<file path="src/rtl/ddr3_avl_arbiter.sv">
// Two-master arbiter for the DDR3 controller Avalon port, with write-burst locking and in-order read return.
// Define DDR3_ARB_FIXED_PRIO_EN for fixed priority (m0 always wins) instead of round-robin.
module ddr3_avl_arbiter #(
  parameter int ADDR_W    = 26,
  parameter int DATA_W    = 128,
  parameter int SIZE_W    = 3,
  parameter int TAG_DEPTH = 8
) (
  input  logic              clk,
  input  logic              reset,
  input  logic              m0_read_req,
  input  logic              m0_write_req,
  input  logic [ADDR_W-1:0] m0_addr,
  input  logic [SIZE_W-1:0] m0_size,
  input  logic [DATA_W-1:0] m0_wr_data,
  output logic              m0_ready,
  output logic [DATA_W-1:0] m0_read_data,
  output logic              m0_read_valid,
  input  logic              m1_read_req,
  input  logic              m1_write_req,
  input  logic [ADDR_W-1:0] m1_addr,
  input  logic [SIZE_W-1:0] m1_size,
  input  logic [DATA_W-1:0] m1_wr_data,
  output logic              m1_ready,
  output logic [DATA_W-1:0] m1_read_data,
  output logic              m1_read_valid,
  input  logic              avl_ready,
  output logic              avl_burstbegin,
  output logic [ADDR_W-1:0] avl_addr,
  output logic [SIZE_W-1:0] avl_size,
  output logic [DATA_W-1:0] avl_wr_data,
  output logic              avl_read_req,
  output logic              avl_write_req,
  input  logic [DATA_W-1:0] avl_read_data,
  input  logic              avl_read_valid,
  output logic              err_orphan
);

  localparam int PTR_W = $clog2(TAG_DEPTH);

  typedef enum logic {IDLE, WR_BURST} state_t;

  state_t            state_q, state_d;
  logic              lock_q, lock_d;
  logic [SIZE_W-1:0] wr_left_q, wr_left_d;
  logic [PTR_W:0]    wptr_q, wptr_d, rptr_q, rptr_d;
  logic [SIZE_W-1:0] rd_cnt_q, rd_cnt_d;
  logic              err_orphan_q, err_orphan_d;
  logic              tag_id_q   [TAG_DEPTH];
  logic [SIZE_W-1:0] tag_size_q [TAG_DEPTH];

  logic              fifo_empty, fifo_full, elig0, elig1, rr_pick;
  logic              gnt_vld, gnt_id, gnt_rd, burst_first, cmd_done;
  logic              push, pop, beat_ok, head_id;
  logic [SIZE_W-1:0] gnt_size_eff, head_size;

  assign fifo_empty = (wptr_q == rptr_q);
  assign fifo_full  = (wptr_q[PTR_W] != rptr_q[PTR_W]) &&
                      (wptr_q[PTR_W-1:0] == rptr_q[PTR_W-1:0]);

  // A pending read takes precedence inside a master, so a full tag FIFO also holds back its write.
  assign elig0 = m0_read_req ? ~fifo_full : m0_write_req;
  assign elig1 = m1_read_req ? ~fifo_full : m1_write_req;

`ifdef DDR3_ARB_FIXED_PRIO_EN
  assign rr_pick = ~elig0;
`else
  logic last_grant_q, last_grant_d;
  assign rr_pick = (elig0 & elig1) ? ~last_grant_q : elig1;
`endif

  always_comb begin
    gnt_vld     = 1'b0;
    gnt_id      = 1'b0;
    gnt_rd      = 1'b0;
    burst_first = 1'b0;
    case (state_q)
      IDLE: begin
        gnt_id      = rr_pick;
        gnt_vld     = elig0 | elig1;
        gnt_rd      = rr_pick ? m1_read_req : m0_read_req;
        burst_first = 1'b1;
      end
      WR_BURST: begin
        gnt_id  = lock_q;
        gnt_vld = lock_q ? m1_write_req : m0_write_req;
      end
      default: ;
    endcase
    if (reset) gnt_vld = 1'b0;
  end

  assign cmd_done       = gnt_vld & avl_ready;
  assign avl_read_req   = gnt_vld & gnt_rd;
  assign avl_write_req  = gnt_vld & ~gnt_rd;
  assign avl_burstbegin = gnt_vld & burst_first;
  assign avl_addr       = gnt_id ? m1_addr    : m0_addr;
  assign avl_size       = gnt_id ? m1_size    : m0_size;
  assign avl_wr_data    = gnt_id ? m1_wr_data : m0_wr_data;
  assign m0_ready       = cmd_done & ~gnt_id;
  assign m1_ready       = cmd_done & gnt_id;
  assign gnt_size_eff   = (avl_size == '0) ? SIZE_W'(1) : avl_size;

  assign push      = cmd_done & gnt_rd;
  assign head_id   = tag_id_q[rptr_q[PTR_W-1:0]];
  assign head_size = tag_size_q[rptr_q[PTR_W-1:0]];
  assign beat_ok   = avl_read_valid & ~fifo_empty & ~reset;
  assign pop       = beat_ok & (rd_cnt_q == head_size - SIZE_W'(1));

  assign m0_read_data  = avl_read_data;
  assign m1_read_data  = avl_read_data;
  assign m0_read_valid = beat_ok & ~head_id;
  assign m1_read_valid = beat_ok & head_id;
  assign err_orphan    = err_orphan_q;

  always_comb begin
    state_d      = state_q;
    lock_d       = lock_q;
    wr_left_d    = wr_left_q;
    rd_cnt_d     = rd_cnt_q;
    err_orphan_d = err_orphan_q;
`ifndef DDR3_ARB_FIXED_PRIO_EN
    last_grant_d = last_grant_q;
`endif
    if (cmd_done) begin
      if (state_q == IDLE) begin
`ifndef DDR3_ARB_FIXED_PRIO_EN
        last_grant_d = gnt_id;
`endif
        if (~gnt_rd && (gnt_size_eff > SIZE_W'(1))) begin
          state_d   = WR_BURST;
          lock_d    = gnt_id;
          wr_left_d = gnt_size_eff - SIZE_W'(1);
        end
      end else begin
        wr_left_d = wr_left_q - SIZE_W'(1);
        if (wr_left_q == SIZE_W'(1)) state_d = IDLE;
      end
    end
    wptr_d = wptr_q + {{PTR_W{1'b0}}, push};
    rptr_d = rptr_q + {{PTR_W{1'b0}}, pop};
    if (beat_ok) rd_cnt_d = pop ? '0 : rd_cnt_q + SIZE_W'(1);
    if (avl_read_valid & fifo_empty) err_orphan_d = 1'b1;
  end

  always_ff @(posedge clk or posedge reset) begin
    if (reset) begin
      state_q      <= IDLE;
      lock_q       <= 1'b0;
      wr_left_q    <= '0;
      wptr_q       <= '0;
      rptr_q       <= '0;
      rd_cnt_q     <= '0;
      err_orphan_q <= 1'b0;
`ifndef DDR3_ARB_FIXED_PRIO_EN
      last_grant_q <= 1'b1;
`endif
    end else begin
      state_q      <= state_d;
      lock_q       <= lock_d;
      wr_left_q    <= wr_left_d;
      wptr_q       <= wptr_d;
      rptr_q       <= rptr_d;
      rd_cnt_q     <= rd_cnt_d;
      err_orphan_q <= err_orphan_d;
`ifndef DDR3_ARB_FIXED_PRIO_EN
      last_grant_q <= last_grant_d;
`endif
    end
  end

  // Tag payload is only meaningful between the pointers, so it needs no reset.
  always_ff @(posedge clk) begin
    if (push) begin
      tag_id_q[wptr_q[PTR_W-1:0]]   <= gnt_id;
      tag_size_q[wptr_q[PTR_W-1:0]] <= gnt_size_eff;
    end
  end

endmodule

</file>
<file path="config.mk">
export PLATFORM = sky130hd
export DESIGN_NAME = ddr3_avl_arbiter
export DESIGN_NICKNAME = d
export VERILOG_FILES = /design/src/rtl/ddr3_avl_arbiter.sv
export SDC_FILE = /design/constraint.sdc
export NUM_CORES = 1
export LEC_CHECK = 0
export CORE_AREA = 2 2 335 337
export DETAILED_ROUTE_END_ITERATION = 10
export DIE_AREA = 0 0 337 339
export PLACE_DENSITY = 0.32
export SLEW_MARGIN = 40
export SYNTH_ARGS = -nofsm -noshare
export SYNTH_HDL_FRONTEND = slang
export SYNTH_SLANG_ARGS = --single-unit
</file>
<file path="constraint.sdc">
create_clock -name clk -period 7.45 [get_ports clk]
set_clock_uncertainty 0.05 [all_clocks]
set_input_delay 1.49 -clock clk [delete_from_list [all_inputs] [get_ports clk]]
set_output_delay 1.49 -clock clk [all_outputs]
set_load 0.02 [all_outputs]
</file>
Word-level counts from Yosys, hierarchy flattened
Memory sizes are Yosys's and may differ from the RTL's.
Cells that the tools add are included.
{"block": "word_totals", "regBits": 18, "ramBits": 32, "inputBits": 450, "output_inout_bits": 421, "mem_count": 2}
{"block": "classes", "n_addsub": 6, "order_cmp": 1, "eq_ne": 5, "mux": 22, "bitwise": 23, "n_reduce_logical": 7}
{"memory": "tag_size_q", "words": 8, "word_bits": 3, "rd": 1, "rd_clocked_by_memory_dff": 0, "write_ports": 1, "line_no": "50", "rtl": "logic [SIZE_W-1:0] tag_size_q [TAG_DEPTH];"}
{"memory": "tag_id_q", "words": 8, "word_bits": 1, "rd": 1, "rd_clocked_by_memory_dff": 0, "write_ports": 1, "line_no": "49", "rtl": "logic tag_id_q [TAG_DEPTH];"}
{"operator": "128-bit 2-to-1 mux", "count": 1}
{"operator": "26-bit 2-to-1 mux", "count": 1}
{"operator": "3-bit 2-to-1 mux", "count": 5}
{"operator": "1-bit bitwise AND", "count": 14}
{"operator": "1-bit 2-to-1 mux", "count": 13}
{"operator": "3-bit by 1-bit subtractor with 3-bit output (second input constant)", "count": 3}
{"operator": "4-bit by 1-bit adder with 4-bit output", "count": 2}
{"operator": "1-bit inverter", "count": 8}
{"operator": "3-bit == test", "count": 2}
{"operator": "4-bit == test", "count": 1}
{"operator": "1-bit one-hot mux with 2 select lines", "count": 2}
{"operator": "2-bit AND reduction", "count": 2}
{"operator": "3-bit by 1-bit adder with 3-bit output (second input constant)", "count": 1}
{"operator": "3-bit by 1-bit == test with 1-bit output (second input constant)", "count": 1}
{"operator": "3-bit by 1-bit greater-than comparator with 1-bit output (second input constant)", "count": 1}
{"operator": "3-bit zero test", "count": 1}
{"operator": "3-bit AND reduction", "count": 1}
{"operator": "1-bit logical AND", "count": 2}
{"operator": "2-bit nonzero test", "count": 1}
{"operator": "1-bit != test", "count": 1}
{"operator": "1-bit OR", "count": 1}

Longest topological paths before layout
{"block": "logic_depth", "ltp_word": 14, "depth_mapped": 12}

Worst setup path before layout
OpenSTA, ideal clock, no wires.
{"block": "synth_path", "kind": "input to output", "from": "in m1_read_req", "to": "out avl_size[2]", "t_arrival_ns": 3.141, "slack_ns": 2.769, "cell_stages": 8, "path_cell_list": "or2_2 -> a21oi_1 -> mux2i_1 -> nand2_2 -> inv_2 -> buf_6 -> o21ai_0 -> buf_4"}
{"block": "synth_via", "elab_chain_cells": 5}
{"element": "start: declaration", "line_no": "19", "rtl": "input logic m1_read_req,"}
{"element": "1-bit 2-to-1 mux (*)", "line_no": "63", "rtl": "assign elig1 = m1_read_req ? ~fifo_full : m1_write_req;"}
{"element": "1-bit bitwise AND", "line_no": "69", "rtl": "assign rr_pick = (elig0 & elig1) ? ~last_grant_q : elig1;"}
{"element": "1-bit 2-to-1 mux (*)", "line_no": "69"}
{"element": "1-bit one-hot mux with 2 select lines (*)", "line_no": "77", "rtl": "case (state_q)"}
{"element": "3-bit 2-to-1 mux (*)", "line_no": "98", "rtl": "assign avl_size = gnt_id ? m1_size : m0_size;"}
{"element": "end: declaration", "line_no": "30", "rtl": "output logic [SIZE_W-1:0] avl_size,"}
Mark *: on every way between the ends. The rest lies on a longest branch, timed or not.

Worst setup path after layout
{"block": "layout_path", "from": "in m0_read_req", "to": "out avl_wr_data[88]"}
{"block": "layout_via", "elab_chain_cells": 5}
{"element": "start: declaration", "line_no": "11", "rtl": "input logic m0_read_req,"}
{"element": "1-bit 2-to-1 mux", "line_no": "62", "rtl": "assign elig0 = m0_read_req ? ~fifo_full : m0_write_req;"}
{"element": "1-bit bitwise AND", "line_no": "69"}
{"element": "1-bit 2-to-1 mux", "line_no": "69"}
{"element": "1-bit one-hot mux with 2 select lines", "line_no": "77"}
{"element": "128-bit 2-to-1 mux", "line_no": "99", "rtl": "assign avl_wr_data = gnt_id ? m1_wr_data : m0_wr_data;"}
{"element": "end: declaration", "line_no": "31", "rtl": "output logic [DATA_W-1:0] avl_wr_data,"}
Every way passes these cells.

==> flow_metrics.py <==
metrics = {
    "outcome": {
        "status": "finished clean",
    },
    "layout": {
        "area_delta_synth_final_pct": 70.8,
        "drive_above_1_share_pct": 4.12,
        "finalNetCount": 1623,
        "final_util_pct": 10.3,
    },
    "power_and_ir_drop": {
        "power_density_nw_per_um2": 381,
        "p_total_mw": 4.31,
        "swShare_pct": 56.2,
        "power_frac_seq_pct": 10.3,
        "power.leakage_nw": 4.37,
        "pwr-share-comb_pct": 84.5,
        "clockPowerShare_pct": 5.2,
        "switching_power_mw": 2.42,
        "peakVddDrop_mv": 0.185,
        "p_int_mw": 1.89,
    },
    "worst_setup_path": {
        "start_kind": "primary input",
        "required_ps": 5910,
        "path_max_fanout": 87,
        "timing.rr.end": "lock_q$_DFFE_PP0P_",
        "end_kind": "output pin",
        "reg2reg_depth": 12,
        "reg2reg_slack_ps": 2990,
        "setup.worst_path.class": "primary input to output pin",
        "crit-reg2reg-launch": "rptr_q[0]$_DFF_PP0_",
        "cp.arrival_ps": 4980,
    },
    "die": {
        "num_io_pins": 871,
        "fp-row-count": 122,
        "die_y_um": 339,
        "die_w_um": 337,
        "core_area_um2": 110000,
        "start_util_pct": 6.01,
        "dieArea_um2": 114000,
    },
    "synth": {
        "ys_types": 50,
        "synth_edf_count": 32,
        "yosysWarnings": 0,
        "syn_area_um2": 6630,
        "ys_seq_elements": 50,
        "synth_seq_area_share_pct": 21.3,
        "synth.net_count": 1418,
        "ys.flop_type": "edfxtp_1",
        "netlist_instances": 959,
        "postSynthAreaPerCell_um2": 6.91,
        "synthArstFlopShare_pct": 36.0,
    },
    "clock_tree": {
        "cts_tree": "yes",
        "holdBufCountCts": 0,
        "clk_pin_slew_ps": 60,
        "cts.sinks": 50,
        "insertion_delay_ps": 290,
        "cts_setup_buffers": 0,
        "cts_buffer_depth": 2,
        "ctsHtreeMaxLevel": 2,
        "ctsResizeCount": 0,
        "clockRootBuffer": "clkbuf_16",
        "cts_made_buffers": 5,
    },
    "placed_design": {
        "portBuffers": 486,
        "dp_hpwl_um": 62600,
        "place_congestion": 0.853,
        "place_ws_ps": 836,
    },
    "timing": {
        "fin_crit_sh_pct": 87.5,
        "max_slew_margin_pct": 48.3,
        "finalMaxSlewViolations": 0,
        "hold_slack_ps": 413,
        "hold_viol": 0,
        "post-route-worst-setup-slack_ps": 930,
        "tightest_slew_ps": 770,
        "setup_violations": 0,
        "rsz0062_at_grt": "no",
        "period_minus_slack_ps": 6520,
        "setup_tns_ps": 0,
        "max_freq_mhz": 153,
    },
    "hold_path": {
        "worstHoldPathCells": 1,
        "worstHoldEndpoint": "err_orphan$_DFFE_PP0P_",
        "hp-start": "err_orphan$_DFFE_PP0P_",
        "hold_class": "register to register",
    },
    "global_routing": {
        "antenna_found_initial": 64,
        "overflow": 0,
        "grt_start_max_net_pins": 88,
        "grt_pass1_vias": 7587,
        "grt_pass1_wl_um": 83000,
        "gr-usage-all-layers_pct": 11.5,
    },
    "route": {
        "vias": 7171,
        "wl_per_cell_um": 25.9,
        "via_per_inst": 2.70,
        "drc_errors": 0,
        "routed_wl_um": 68800,
        "drt-pass1-iter-count": 5,
        "ant_nets": 0,
        "drt_iter0_markers": 234,
    },
    "flow_run": {
        "maxCapViolCount": 0,
    },
}
## synth_stat cells, drive strengths merged, types with 2 or more instances
library cell  instances  share of area (%)
nand3                 5               0.38
xor2                  7                1.0
a21oi                 4               0.36
nand2               473                 27
buf                 294                 34
or2                   2               0.19
ha                    9                1.7
or3                   2               0.19
nor3                  6               0.45
edfxtp               32                 14
nand3b                3               0.34
xnor2                 6               0.79
nand2b                5               0.47
inv                  12               0.68
mux4                  8                2.9
nor4                  3               0.70
dfrtp                17                6.4
mux2                  7                1.2
o21ai                 5               0.43
clkbuf                4               0.23
nor2                 25                1.4
mux2i                 9                1.4
a21o                  3               0.34
o211ai                2               0.23
## kinds of logic (layout without fill, tap and decap cells)
kind of cell | after synthesis | in the layout | synth area share [%]
flip-flops | 50 | 50 | 21.3
other | 0 | 5 | 0
buffers and inverters | 310 | 516 | 35.4
adder cells (fa/ha/maj) | 9 | 9 | 1.70
AND/OR/NAND/NOR | 528 | 528 | 31.4
multiplexers | 24 | 24 | 5.55
XOR/XNOR | 13 | 13 | 1.83
AO/OA/AOI/OAI | 25 | 25 | 2.85
## flip-flops by register name, indices dropped and copies added, names as in the netlist, 3 cells and up
name / count
wptr_q: 4
tag_id_q: 8
rptr_q: 4
rd_cnt_q: 3
wr_left_q: 3
tag_size_q: 24
## critical path: stages
cell	delay, ps
clkdlybuf4s50_1	580
nand3b_1	190
a31oi_1	120
mux2i_1	610
nand2_8	240
inv_8	450
nand2_1	400
nand2_1	160
clkdlybuf4s50_1	640
## layout by cell type (no fill, tap or decap), drive strengths merged, types with 3 or more instances in the layout
cell type      synthesis  final
clkdlybuf4s50          0    479
nand2                473    473
edfxtp                32     32
nor2                  25     25
dfrtp                 17     17
buf                  294     17
inv                   12     12
mux2i                  9      9
ha                     9      9
mux4                   8      8
xor2                   7      7
mux2                   7      7
xnor2                  6      6
nor3                   6      6
diode                  0      5
nand2b                 5      5
nand3                  5      5
clkbuf                 4      5
o21ai                  5      5
a21oi                  4      4
nand3b                 3      3
a21o                   3      3
nor4                   3      3
## stage by stage
stage,cells,area (µm²)
after floorplan,959,6630
after global placement,2645,11200
after detailed placement,2645,11200
after CTS,2653,11300
after global routing,2654,11300
final,2658,11300
## worst max path at each step
stage               cells past startpoint   startpoint  slack [ps]              end
floorplan                               8  m1_read_req        2770      avl_size[2]
global placement                        9  m1_read_req         910  avl_wr_data[76]
detailed placement                      9  m0_read_req         840      avl_size[0]
CTS                                     9  m0_read_req         830      avl_size[0]
global route                           10  m0_read_req         660      avl_addr[2]
finish                                  9  m0_read_req         930  avl_wr_data[88]
## final cells by class
cell class | instances | area (µm²)
fill | 12900 | 99000
tap | 1488 | 1860
clock buffer | 5 | 125
inverter | 12 | 52.6
clock inverter | 3 | 16.3
sequential | 50 | 1410
antenna | 5 | 12.5
multi-input combinational | 599 | 2890
timing repair buffer | 496 | 4950
## routing by layer
layer	global-route usage [%]	part of all wire [%]	up-vias
met2	16.6	40	665
met1	12.2	37	3197
met5	0.255	0.35	-
li1	-	-	3147
met3	11.3	21	122
met4	1.10	1.3	40
## power groups by stage
stage	registers [mW]	clock network, mW	logic, mW
6_report	0.444	0.223	3.64
5_1_grt	0.455	0.239	3.98
4_1_cts	0.447	0.229	3.76
3_5_place_dp	0.453	0	3.72
3_3_place_gp	0.450	0	3.74
2_1_floorplan	0.399	0	2.11
(Power assumes the default switching activity.)
